--- config.mk ---
export PLATFORM = sky130hd
export DESIGN_NAME = keypad_digit_display
export DESIGN_NICKNAME = d
export VERILOG_FILES = /design/src/rtl/keypad_digit_display.sv
export SDC_FILE = /design/constraint.sdc
export NUM_CORES = 1
export LEC_CHECK = 0
export CORE_MARGIN = 4
export CORE_UTILIZATION = 39
export CTS_BUF_LIST = sky130_fd_sc_hd__clkbuf_8
export DETAILED_ROUTE_END_ITERATION = 12
export PLACE_DENSITY_LB_ADDON = 0.05
export SYNTH_ARGS = -nofsm -noshare
export SYNTH_HDL_FRONTEND = slang
export SYNTH_SLANG_ARGS = --single-unit
export TNS_END_PERCENT = 30
--- constraint.sdc ---
create_clock -name clk -period 3 [get_ports clk]
set_input_delay 0.6 -clock clk [delete_from_list [all_inputs] [get_ports clk]]
set_output_delay 0.6 -clock clk [all_outputs]
set_load 0.02 [all_outputs]
--- src/rtl/keypad_digit_display.sv ---
// Debounced hex keypad entry into a four-digit shift register, with a
// time-multiplexed active-low seven-segment display of the valid digits.
module keypad_digit_display #(
    parameter int unsigned STABLE_CYCLES  = 1000000,
    parameter int unsigned REFRESH_CYCLES = 100000
) (
    input  logic        clk,
    input  logic        rst,
    input  logic [3:0]  KeyCode,
    input  logic        Clear,
    output logic [15:0] DigitsOut,
    output logic [2:0]  DigitCount,
    output logic        KeyStrobe,
    output logic [3:0]  an,
    output logic [6:0]  seg
);
    localparam logic [23:0] STAB_LAST = 24'(STABLE_CYCLES - 1);
    localparam logic [19:0] REF_LAST  = 20'(REFRESH_CYCLES - 1);

    logic [3:0]  cand;
    logic [3:0]  last_key;
    logic [23:0] stab_cnt;
    logic [19:0] ref_cnt;
    logic [1:0]  idx;
    logic        accept;
    logic [3:0]  nibble;
    logic        digit_lit;
    logic [6:0]  seg_code;

    // Comparing against last_key makes acceptance fire once per stable period.
    assign accept = (stab_cnt == STAB_LAST) && (cand != last_key);

    always_ff @(posedge clk) begin
        if (rst) begin
            cand     <= 4'd0;
            stab_cnt <= 24'd0;
        end else if (KeyCode != cand) begin
            cand     <= KeyCode;
            stab_cnt <= 24'd0;
        end else if (stab_cnt != STAB_LAST) begin
            stab_cnt <= stab_cnt + 24'd1;
        end
    end

    always_ff @(posedge clk) begin
        if (rst) begin
            last_key   <= 4'd0;
            DigitsOut  <= 16'd0;
            DigitCount <= 3'd0;
            KeyStrobe  <= 1'b0;
        end else begin
            KeyStrobe <= accept && !Clear;
            if (accept)
                last_key <= cand;
            // Clear beats a same-cycle acceptance, but last_key still updates.
            if (Clear) begin
                DigitsOut  <= 16'd0;
                DigitCount <= 3'd0;
            end else if (accept) begin
                DigitsOut <= {DigitsOut[11:0], cand};
                if (DigitCount != 3'd4)
                    DigitCount <= DigitCount + 3'd1;
            end
        end
    end

    always_ff @(posedge clk) begin
        if (rst) begin
            ref_cnt <= 20'd0;
            idx     <= 2'd0;
        end else if (ref_cnt == REF_LAST) begin
            ref_cnt <= 20'd0;
            idx     <= idx + 2'd1;
        end else begin
            ref_cnt <= ref_cnt + 20'd1;
        end
    end

    always_comb begin
        nibble = 4'd0;
        case (idx)
            2'd0: nibble = DigitsOut[3:0];
            2'd1: nibble = DigitsOut[7:4];
            2'd2: nibble = DigitsOut[11:8];
            2'd3: nibble = DigitsOut[15:12];
            default: nibble = 4'd0;
        endcase
    end

    assign digit_lit = ({1'b0, idx} < DigitCount);

    always_comb begin
        seg_code = 7'b1111111;
        case (nibble)
            4'h0: seg_code = 7'b1000000;
            4'h1: seg_code = 7'b1111001;
            4'h2: seg_code = 7'b0100100;
            4'h3: seg_code = 7'b0110000;
            4'h4: seg_code = 7'b0011001;
            4'h5: seg_code = 7'b0010010;
            4'h6: seg_code = 7'b0000010;
            4'h7: seg_code = 7'b1111000;
            4'h8: seg_code = 7'b0000000;
            4'h9: seg_code = 7'b0010000;
            4'hA: seg_code = 7'b0001000;
            4'hB: seg_code = 7'b0000011;
            4'hC: seg_code = 7'b1000110;
            4'hD: seg_code = 7'b0100001;
            4'hE: seg_code = 7'b0000110;
            4'hF: seg_code = 7'b0001110;
            default: seg_code = 7'b1111111;
        endcase
    end

    // Registered drive: exactly one anode low, or all dark for unused positions.
    always_ff @(posedge clk) begin
        if (rst || !digit_lit) begin
            an  <= 4'b1111;
            seg <= 7'b1111111;
        end else begin
            an  <= ~(4'b0001 << idx);
            seg <= seg_code;
        end
    end
endmodule
* After elaboration in Yosys (flattened, before gate mapping)
Memories as Yosys holds them, arrays and structs flattened. A register that Yosys moved wholly into a read port is not among the register bits.
Index checks and enable logic that the tools add are counted.
** Operators by class
- Add/sub/neg operators :: 4
- $lt $le $gt $ge :: 1
- Equality and inequality tests :: 9
- Shifts and indexed selects :: 1
- Mux-type cells :: 1
- Bitwise gates (word level) :: 1
- Reductions and logical operators :: 10
** Operators by type and width (count)
- adder 24 x 1 -> 24 bit, second input constant :: 1
- == test 24 x 20 -> 1 bit, second input constant :: 1
- inequality test 24 x 20 -> 1 bit, second input constant :: 1
- adder 20 x 1 -> 20 bit, second input constant :: 1
- == test 20 x 17 -> 1 bit, second input constant :: 1
- case mux 4 bit (4 select lines) :: 1
- inequality test 4 bit :: 2
- OR reduction 2 bit :: 3
- == test 2 bit, second input constant :: 2
- NOT 4 bit :: 1
- left shift 1 x 2 -> 4 bit, first input constant :: 1
- adder 3 x 1 -> 3 bit, second input constant :: 1
- < comparator 2 x 3 -> 1 bit :: 1
- inequality test 3 bit, second input constant :: 1
- adder 2 x 1 -> 2 bit, second input constant :: 1
- == test 2 x 1 -> 1 bit, second input constant :: 1
- logical AND 1 bit :: 2
- zero test 1 bit :: 2
- zero test 2 bit :: 1
- AND reduction 2 bit :: 1
- logical OR 1 bit :: 1
** Word-level totals
- Flip-flop bits (word level) :: 78
- Bits in read-only memories :: 112
- Input port bits :: 7
- Output and inout bits :: 31
- Logic and storage cells :: 37
- Memories kept :: 1
** Memories
- (name not given) :: depth 16, bits a word 7, read ports 1, clocked after Yosys merged registers in 1, wr ports 0, line 94 : case (nibble)

* Logic depth before layout (Yosys ltp)
- Word-level depth :: 3
- Gate-level depth with buffers :: 9
- Gate-level depth less buffers :: 9

* Least setup slack after synthesis
Ideal clock, no wire load.
- Path kind :: reg-to-reg
- Start :: register idx[0]
- End :: register seg[5]
- Setup time :: 141 ps
- Data arrival time :: 2020 ps
- Required time :: 2859 ps
- Slack :: 839 ps
- Stages on the path, launching flop included :: 10
- Buffers on the path :: 1
- Period minus slack after synthesis :: 2161 ps
- Path through :: dfxtp_1 -> inv_1 -> ha_1 -> clkbuf_1 -> mux2i_1 -> inv_1 -> ha_1 -> mux2_2 -> nand2_1 -> o211ai_1
** On the way
- Cells in the longest elaborated chain, start to end :: 3
- Elaborated cells on any way between the ends :: 8
- Those cells by class :: 1 x order compare; 3 x eq/ne; 1 x mux; 3 x reduce/logical
** Ends and longest elaborated chain
- from (decl) :: line 24 : logic [1:0] idx;
- from (signal assigned) :: line 73 : idx <= idx + 2'd1;
- < comparator 2 x 3 -> 1 bit :: line 90 : assign digit_lit = ({1'b0, idx} < DigitCount);
- zero test 1 bit :: line 117 : if (rst || !digit_lit) begin
- logical OR 1 bit :: line 117
- to (decl) :: line 15 : output logic [6:0] seg
Several ways; a longest one is shown, not always the timed one.
A chain may end at the register's enable or synchronous reset.

* Worst setup path in the final report
- Start :: register idx[0]
- End :: register seg[0]
The elaborated chain is that of the path after synthesis.

==> results.toml <==
[power]
p_comb_share_pct = 2.5
seqPwrFrac_pct = 58.5
p_per_area_nw_per_um2 = 428
power_frac_clock_pct = 39.0
power.leakage_nw = 1.59
p_sw_share_pct = 24.5
p_int_mw = 1.47
p_switching_mw = 0.478
ir_drop_v = 0.000247

[floorplan]
core_area_um2 = 9730
die_h_um = 108
rows = 36
dieWidth_um = 108
die-area_um2 = 11600
start_util_pct = 39.8
pin_count = 38

[worst_setup_path]
end_kind = "flip-flop"
path_cells = "inv_1, ha_1, a222oi_1, mux2i_1, ha_1, or3_1, o21ai_0, o21ai_0"
crit_path_top_delay_cell = "a222oi_1"
required_ps = 3200
critical_path_peak_fanout = 5
startpoint_type = "flip-flop"
slowest_delay_ps = 410
path_buf_inv = 1
criticalPathCategory = "flip-flop to flip-flop"
arrival_ps = 2620
path_delay_family = "compound AO/OA/AOI/OAI gates"

[cts]
clkTransAtPathRegs_ps = 100
cts_resized = 0
cts_hold_buf = 0
tritoncts = "done"
clock_tree.root_cell = "clkbuf_8"
cts_setup_buffers = 0
cts_num_sinks = 85
clockBufferDepth = 2
insertion_delay_ps = 350
numCtsBuffers = 9
htreeDepth = 3

[synth]
synth-seq-cells = 85
synth_top_area_cell = "dfxtp_1"
synth_ff_type = "dfxtp_1"
syn_avg_cell_area_um2 = 9.33
syn_inst = 415
yosysSeqAreaShare_pct = 44.0
yosys.area.top_type_share_pct = 44.0
synth_area_um2 = 3870
synth_nets = 438
ys.warnings.count = 0
yosys-top-cells-area = "dfxtp_1 44%, xor2_1 7.5%, nor2_1 6.7%"
synth_edf_count = 0
async_reset_ff_share_pct = 0
synth_cell_types = 41

[placed_design]
numPortBuffers = 37
hpwl_mm = 5.65
place_ws_ps = 576
routabilityCongestion = 0.774

[grt]
grt_pass1_vias = 2727
grt_pass1_wl_mm = 13.6
grt_usage_pct = 14.8
antenna_found_initial = 0
gr-total-overflow = 0
grt_max_degree = 21

[timing]
fmax_mhz = 412
finalMaxSlewViolations = 0
max-slew-margin-rel_pct = 38.2
rsz0062_at_grt = "no"
setup_tns_ps = 0
finalCritPeriodShare_pct = 80.8
setup_viol = 0
period_needed_ps = 2420
hold_viol_final = 0
worstMarginPinSlew_ps = 901
fin_ws_ps = 575
skew_ps = 12.4

[finish]
final_util_pct = 46.8
antenna_cells = 0
nets = 476
drive_gt1_share_pct = 7.22
syn_to_final_growth_pct = 17.6

[drt]
ant_nets = 0
drc = 0
drt_iter0_markers = 103
first_pass_iters = 4
wire_per_inst_um = 13.3
wl_mm = 7.83
viasPerCell = 4.82
vias = 2842

[outcome]
status = "finished, final reports clean"

[hold_path]
hold_path.class = "flip-flop to flip-flop"

[run]
drv_cap = 0
synth_stat cells, types with 2 or more instances:
library cell and number:
xnor2_1 17, ha_1 16, o221ai_1 2, dfxtp_1 85, xor2_1 33, nor3_1 6, nand2_1 30, buf_4 2
nor4b_2 2, nand4_1 15, or2_2 2, and3_1 10, inv_1 16, nand3_1 14, or3_1 3, and2_1 2
clkbuf_1 12, nor4_1 4, mux2_2 2, nor2_1 69, a21oi_1 9, and4_1 5, nor2b_1 4, o21ai_0 5
a222oi_1 4, o211ai_1 7, mux2i_1 25
power groups by stage:
stage          logic (mW)  registers, mW  clock network, mW
2_1_floorplan      0.0279           1.17                  0
3_3_place_gp       0.0487           1.17                  0
3_5_place_dp       0.0491           1.17                  0
4_1_cts            0.0491           1.14              0.801
5_1_grt            0.0543           1.14              0.841
6_report           0.0484           1.14              0.760
through the flow:
stage          cells  hold WS (ps)  power, mW  instance area (µm²)
2_1_floorplan    415           426       1.19                 3870
3_5_place_dp     575           445       1.22                 4370
5_1_grt          590           497       2.04                 4550
6_report         590           464       1.95                 4550
3_3_place_gp     575           443       1.22                 4370
4_1_cts          590           470       1.99                 4550
final cells by class:
type / count / area, µm²
clock buffers: 9 / 124
clock inverters: 6 / 56.3
fillers: 995 / 5180
inverters: 16 / 60.1
multi-input cells: 297 / 2020
flip-flops and latches: 85 / 1700
well taps: 133 / 166
repair buffers: 44 / 423
placed cells by master (no fill, tap or decap), types with 3 or more instances in the layout:
cell,count
or3_1,3
buf_4,7
nand2_1,30
clkbuf_8,9
o21ai_0,5
a21oi_1,9
inv_1,16
clkdlybuf4s50_1,37
and4_1,5
nor2_1,69
o211ai_1,7
nor3_1,6
a222oi_1,4
nand3_1,14
nand4_1,15
and3_1,10
dfxtp_1,85
nor4_1,4
ha_1,16
xnor2_1,17
xor2_1,33
nor2b_1,4
mux2i_1,25
flip-flops by register name, indices dropped and copies added (netlist names):
signal      cells
an              4
ref_cnt        20
cand            4
DigitsOut      16
stab_cnt       24
seg             7
last_key        4
idx             2
DigitCount      3
KeyStrobe       1
final timing paths:
check | cells past startpoint | slack [ps] | endpoint | from
setup / recovery | 8 | 580 | seg[0] | idx[0]
hold reg to reg | 1 | 460 | ref_cnt[0] | ref_cnt[0]
hold / removal | 1 | 460 | ref_cnt[0] | ref_cnt[0]
setup reg to reg | 8 | 580 | seg[0] | idx[0]
worst register-to-register path: cells and delay by family (launching register included):
kind,cells,cell delay (ps)
AOI/OAI and AO/OA,3,590
adders and majority gates,2,570
buffers and inverters,1,120
DFF,1,390
muxes,1,260
and+or+nand+nor,1,360
cells by family (layout without fill, tap and decap cells):
| family | after synthesis | count (layout) | share of synthesized area, % |
|---|---|---|---|
| AND/OR/NAND/NOR | 174 | 174 | 23.1 |
| flip-flops | 85 | 85 | 44.0 |
| XOR/XNOR | 50 | 50 | 11.3 |
| buffers and inverters | 33 | 75 | 4.04 |
| AO/OA/AOI/OAI | 30 | 30 | 5.40 |
| multiplexers | 27 | 27 | 7.05 |
| adder cells (fa/ha/maj) | 16 | 16 | 5.17 |
routing by layer:
layer,GRT usage [%],share of wire (%)
met1,21.4,54
met2,21.6,42
met3,3.42,3.0
met4,4.87,1.0
met5,0,0
Power figures use the tool's default switching activity.
